==> src/rtl/mem_responder.sv <==
// rtl/mem_responder.sv - MAR/MDR memory responder with wait states, word array and memory-mapped I/O
module mem_responder #(
    parameter int          DEPTH_LOG2  = 8,
    parameter int          WAIT_CYCLES = 2,
    parameter logic [15:0] IO_ADDR     = 16'hFFFF
) (
    input  logic        Clk,
    input  logic        Reset,
    input  logic        CE_n,
    input  logic        OE_n,
    input  logic        WE_n,
    input  logic [15:0] ADDR,
    input  logic [15:0] Data_from_CPU,
    input  logic [15:0] Switches,
    output logic [15:0] Data_to_CPU,
    output logic        R,
    output logic        Busy,
    output logic [15:0] HEX_out
);

    localparam int         DEPTH     = 1 << DEPTH_LOG2;
    localparam logic [3:0] WAIT_INIT = 4'(WAIT_CYCLES);

    localparam logic [1:0] S_IDLE = 2'd0;
    localparam logic [1:0] S_WAIT = 2'd1;
    localparam logic [1:0] S_DONE = 2'd2;
    localparam logic [1:0] S_HOLD = 2'd3;

    logic [1:0]  r_state;
    logic [3:0]  r_cnt;
    logic [15:0] r_addr;
    logic [15:0] r_wdata;
    logic        r_is_write;
    logic [15:0] r_dout;
    logic [15:0] r_hex;
    logic [15:0] r_mem [DEPTH];

    logic                  w_req;
    logic                  w_done;
    logic                  w_is_io;
    logic                  w_is_arr;
    logic [DEPTH_LOG2-1:0] w_idx;

    assign w_req    = !CE_n && (!OE_n || !WE_n);
    assign w_done   = (r_state == S_DONE);
    assign w_is_io  = (r_addr == IO_ADDR);
    assign w_is_arr = !w_is_io && ((r_addr >> DEPTH_LOG2) == 16'd0);
    assign w_idx    = r_addr[DEPTH_LOG2-1:0];

    always_ff @(posedge Clk or negedge Reset) begin
        if (!Reset) begin
            r_state    <= S_IDLE;
            r_cnt      <= 4'd0;
            r_addr     <= 16'h0000;
            r_wdata    <= 16'h0000;
            r_is_write <= 1'b0;
            r_dout     <= 16'h0000;
            r_hex      <= 16'h0000;
        end else begin
            case (r_state)
                S_IDLE: begin
                    if (w_req) begin
                        r_addr     <= ADDR;
                        r_wdata    <= Data_from_CPU;
                        r_is_write <= !WE_n;
                        r_cnt      <= WAIT_INIT;
                        r_state    <= S_WAIT;
                    end
                end
                S_WAIT: begin
                    if (r_cnt == 4'd0) begin
                        r_state <= S_DONE;
                    end else begin
                        r_cnt <= r_cnt - 4'd1;
                    end
                end
                S_DONE: begin
                    // Operation commits here; unmapped writes fall through untouched
                    if (r_is_write) begin
                        if (w_is_io) begin
                            r_hex <= r_wdata;
                        end
                    end else if (w_is_io) begin
                        r_dout <= Switches;
                    end else if (w_is_arr) begin
                        r_dout <= r_mem[w_idx];
                    end else begin
                        r_dout <= 16'h0000;
                    end
                    r_state <= w_req ? S_HOLD : S_IDLE;
                end
                default: begin
                    if (!w_req) begin
                        r_state <= S_IDLE;
                    end
                end
            endcase
        end
    end

    // Array is not reset; the Reset gate keeps a reset landing on the DONE edge from writing
    always_ff @(posedge Clk) begin
        if (Reset && w_done && r_is_write && w_is_arr) begin
            r_mem[w_idx] <= r_wdata;
        end
    end

    assign Data_to_CPU = r_dout;
    assign HEX_out     = r_hex;
    assign R           = w_done;
    assign Busy        = (r_state != S_IDLE);

endmodule

==> config.mk <==
export PLATFORM = sky130hd
export DESIGN_NAME = mem_responder
export DESIGN_NICKNAME = d
export VERILOG_FILES = /design/src/rtl/mem_responder.sv
export SDC_FILE = /design/constraint.sdc
export NUM_CORES = 2
export LEC_CHECK = 0
export ABC_AREA = 0
export CORE_UTILIZATION = 45
export CTS_CLUSTER_SIZE = 14
export DETAILED_ROUTE_END_ITERATION = 16
export GPL_TIMING_DRIVEN = 0
export MAX_ROUTING_LAYER = met4
export PLACE_DENSITY = 0.58
export SYNTH_ARGS = -nofsm -noshare
export SYNTH_HDL_FRONTEND = slang
export SYNTH_SLANG_ARGS = --single-unit
==> constraint.sdc <==
create_clock -name Clk -period 7.6 [get_ports Clk]
set_input_delay 1.14 -clock Clk [delete_from_list [all_inputs] [get_ports Clk]]
set_output_delay 1.14 -clock Clk [all_outputs]
set_load 0.01 [all_outputs]
==> impl_metrics.py <==
metrics = {
    "outcome": {
        "status": "complete, but fails checks",
        "violations": "capacitance limit, slew limit",
    },
    "cells_and_area": {
        "areaGrowthSynthToFinish_pct": 16.1,
        "drive_above_1_share": 0.243,
        "final_core_util": 0.525,
        "fill_cells": 27500,
        "nNetsFinal": 8494,
    },
    "die": {
        "start_util": 0.452,
        "core_mm2": 0.353,
        "io_pins": 87,
        "die_y_um": 598,
        "std_cell_rows": 218,
        "die_w_um": 598,
        "die-area_mm2": 0.357,
    },
    "setup_path": {
        "path_class": "reg -> reg",
        "start_kind": "flip-flop",
        "crit_arrival_ns": 7.84,
        "cp_max_fo": 16,
        "required_ns": 8.18,
        "end_kind": "flip-flop",
    },
    "synthesis": {
        "ys_ff_latch": 4167,
        "yosysTopAreaCell": "edfxtp_1",
        "synth_fp_nets": 7723,
        "async_reset_ff_frac": 0.0170,
        "synth_edf_count": 4096,
        "seq_area_frac_synth": 0.781,
        "yosysMostFrequentCell": "edfxtp_1",
        "synth_area_mm2": 0.160,
        "syn_area_per_cell_um2": 20.8,
        "yosysTopAreaCellShare": 0.770,
        "ys_warn_count": 0,
        "yosysUniqueCellTypes": 58,
        "synth_top_flop_cell": "edfxtp_1",
        "synthTopCellsByCount": "4096 x edfxtp_1, 713 x mux4_2, 637 x mux2i_1",
        "syn-instance-count": 7668,
        "synth_area_leaders": "edfxtp_1 77%, mux4_2 10%, mux2i_1 4.0%",
    },
    "cts": {
        "clkTransAtPathRegs_ns": 0.06,
        "cts.htree.levels": 5,
        "cts_setup_buffers": 0,
        "clk_latency_ns": 0.97,
        "numCtsBuffers": 414,
        "cts_sinks": 4167,
        "post_cts_resized": 0,
        "cts_root_buf": "clkbuf_16",
        "cts_tree": "done",
        "cts_buffer_depth": 4,
    },
    "timing": {
        "drv_slew": 46,
        "rsz0062_at_grt": "no",
        "final-setup-viol-count": 0,
        "finalHoldViolCount": 0,
        "fin_crit_sh": 0.956,
        "clock.fmax_ghz": 0.138,
        "period_minus_slack_ns": 7.26,
        "worstMarginPinSlew_ns": 1.74,
        "relSlewSlack": -0.169,
        "clock_skew_ns": 0.0417,
    },
    "route": {
        "via_count": 83600,
        "dr.pass1.iters": 9,
        "drcViolationCount": 0,
        "viasPerCell": 6.18,
        "first_iter_violations": 10900,
        "wl_per_cell_um": 35.8,
        "wirelength_mm": 485,
        "ant_nets": 0,
    },
    "power": {
        "pwr-share-clk": 0.294,
        "switching_share": 0.336,
        "p_int_mw": 46.3,
        "p_seq_frac": 0.419,
        "netSwitchingPower_mw": 23.4,
        "powerDensity_mw_per_mm2": 376,
        "finalPower_mw": 69.7,
        "cellLeakagePower_nw": 58.3,
        "combPwrFrac": 0.287,
        "irDropWorstVdd_mv": 0.348,
    },
    "global_route": {
        "grt_pass1_wl_mm": 665,
        "antenna_found_initial": 28,
        "grt_pass1_vias": 82300,
        "grt-ovfl-total": 0,
        "grt_max_degree": 105,
        "track_usage": 0.278,
    },
    "placed_design": {
        "port-buffer-count": 86,
        "hpwlAfterDp_mm": 332,
        "gp_congestion": 0.976,
    },
    "worst_hold_path": {
        "hp-class": "reg -> reg",
    },
    "job": {
        "drv_cap": 10,
    },
}
[flip-flops by register name, summed over array words and instances, names as in the netlist]
signal	cells
r_mem	4096
Data_to_CPU	16
r_state	2
r_is_write	1
r_wdata	16
HEX_out	16
r_cnt	4
r_addr	16
[layout by cell type, fill, tap and decap left out, types with 20 or more instances in the layout]
| master | netlist | final |
|---|---|---|
| clkinv_2 | 0 | 73 |
| clkbuf_16 | 0 | 424 |
| a221oi_1 | 112 | 112 |
| clkbuf_1 | 225 | 295 |
| a21oi_1 | 47 | 47 |
| clkinv_1 | 0 | 95 |
| mux4_2 | 713 | 713 |
| o21ai_0 | 71 | 66 |
| bufinv_16 | 0 | 43 |
| buf_4 | 67 | 70 |
| diode_2 | 0 | 27 |
| nor3_1 | 55 | 55 |
| o211ai_1 | 46 | 46 |
| buf_1 | 29 | 25 |
| a22o_1 | 20 | 20 |
| nand4_1 | 20 | 20 |
| mux2_2 | 80 | 80 |
| buf_8 | 0 | 190 |
| dfrtp_1 | 71 | 55 |
| buf_16 | 0 | 59 |
| edfxtp_1 | 4096 | 4096 |
| nor2_1 | 346 | 94 |
| o22ai_1 | 195 | 195 |
| nand2_1 | 227 | 227 |
| mux2i_1 | 637 | 637 |
| buf_2 | 111 | 115 |
| nor2_2 | 1 | 253 |
| a41oi_1 | 30 | 30 |
| clkdlybuf4s50_1 | 0 | 85 |
| nand3_1 | 73 | 72 |
| buf_6 | 21 | 31 |
| a22oi_1 | 205 | 205 |
[power groups by stage]
stage	clock, mW	sequential, mW	combinational (mW)
2_1_floorplan	0	31.0	9.06
3_3_place_gp	0	34.1	15.9
3_5_place_dp	0	29.7	19.6
4_1_cts	20.7	29.2	19.7
5_1_grt	21.6	29.2	20.4
6_report	20.5	29.2	20.0
[cell type report]
type,count,area (µm²),area share
inverters,7,26.3,0.000142
diodes,27,67.6,0.000364
repair buffers,355,5610,0.0303
well taps,4730,5920,0.0319
clock buffers,510,11000,0.0593
plain buffers,453,2260,0.0122
flip-flops and latches,4167,125000,0.673
multi-input cells,3041,33300,0.179
clock inverters,249,2450,0.0132
[kinds of logic after synthesis]
| family | share of synthesized area |
|---|---|
| AND/OR/NAND/NOR | 0.0228 |
| XOR/XNOR | 0.000110 |
| flip-flops | 0.781 |
| AO/OA/AOI/OAI | 0.0351 |
| buffers and inverters | 0.0142 |
| adder cells (fa/ha/maj) | 0.000157 |
| multiplexers | 0.146 |
[metrics by stage]
step	cell area (µm²)	setup WS [ns]	cells	TNS, ns	hold WS (ns)
2_1_floorplan	160000	3.60	7668	0	0.468
3_3_place_gp	166000	-1.50	12500	-4743.17	0.491
3_5_place_dp	172000	0.418	12700	0	0.495
4_1_cts	185000	0.395	13500	0	0.484
5_1_grt	185000	0.568	13500	0	0.517
6_report	185000	0.336	13500	0	0.507
[worst paths after layout]
| path | startpoint | end | slack [ns] | cells past startpoint |
|---|---|---|---|---|
| max in group asynchronous | Reset | r_wdata[8]$_DFFE_PN0P_ | 6.45 | 3 |
| worst min register to register | HEX_out[12]$_DFFE_PN0P_ | HEX_out[12]$_DFFE_PN0P_ | 0.51 | 1 |
| worst max-delay path | r_addr[1]$_DFFE_PN0P_ | r_mem[87][3]$_DFFE_PP_ | 0.34 | 9 |
| min in group asynchronous | Reset | r_cnt[0]$_DFFE_PN0P_ | 0.58 | 2 |
| worst max register to register | r_addr[1]$_DFFE_PN0P_ | r_mem[87][3]$_DFFE_PP_ | 0.34 | 9 |
| worst min-delay path | HEX_out[12]$_DFFE_PN0P_ | HEX_out[12]$_DFFE_PN0P_ | 0.51 | 1 |
[repair_timing]
item,CTS,global route
hold endpoints to repair,6,0
setup endpoints to repair,0,0
hold buffers,1,0
[worst max-delay path, cell delays in order (launching register included)]
cell and delay, ns:
dfrtp_1 0.39, buf_4 0.32, buf_2 0.45, buf_2 0.42, buf_2 0.59, clkbuf_1 0.93, buf_2 0.55, nand3_1 1.24
clkbuf_2 0.86, nor2_2 0.99
[metal layers]
layer	share of wire	up-vias	wire length [µm]	GRT usage
met4	0.055	0	26600	0.134
met1	0.39	44500	189000	0.367
met2	0.46	4525	222000	0.413
met3	0.096	931	46700	0.0607
met5	0	-	0	-
li1	-	33700	-	-
Note: power is estimated with default switching activity, not from simulation.
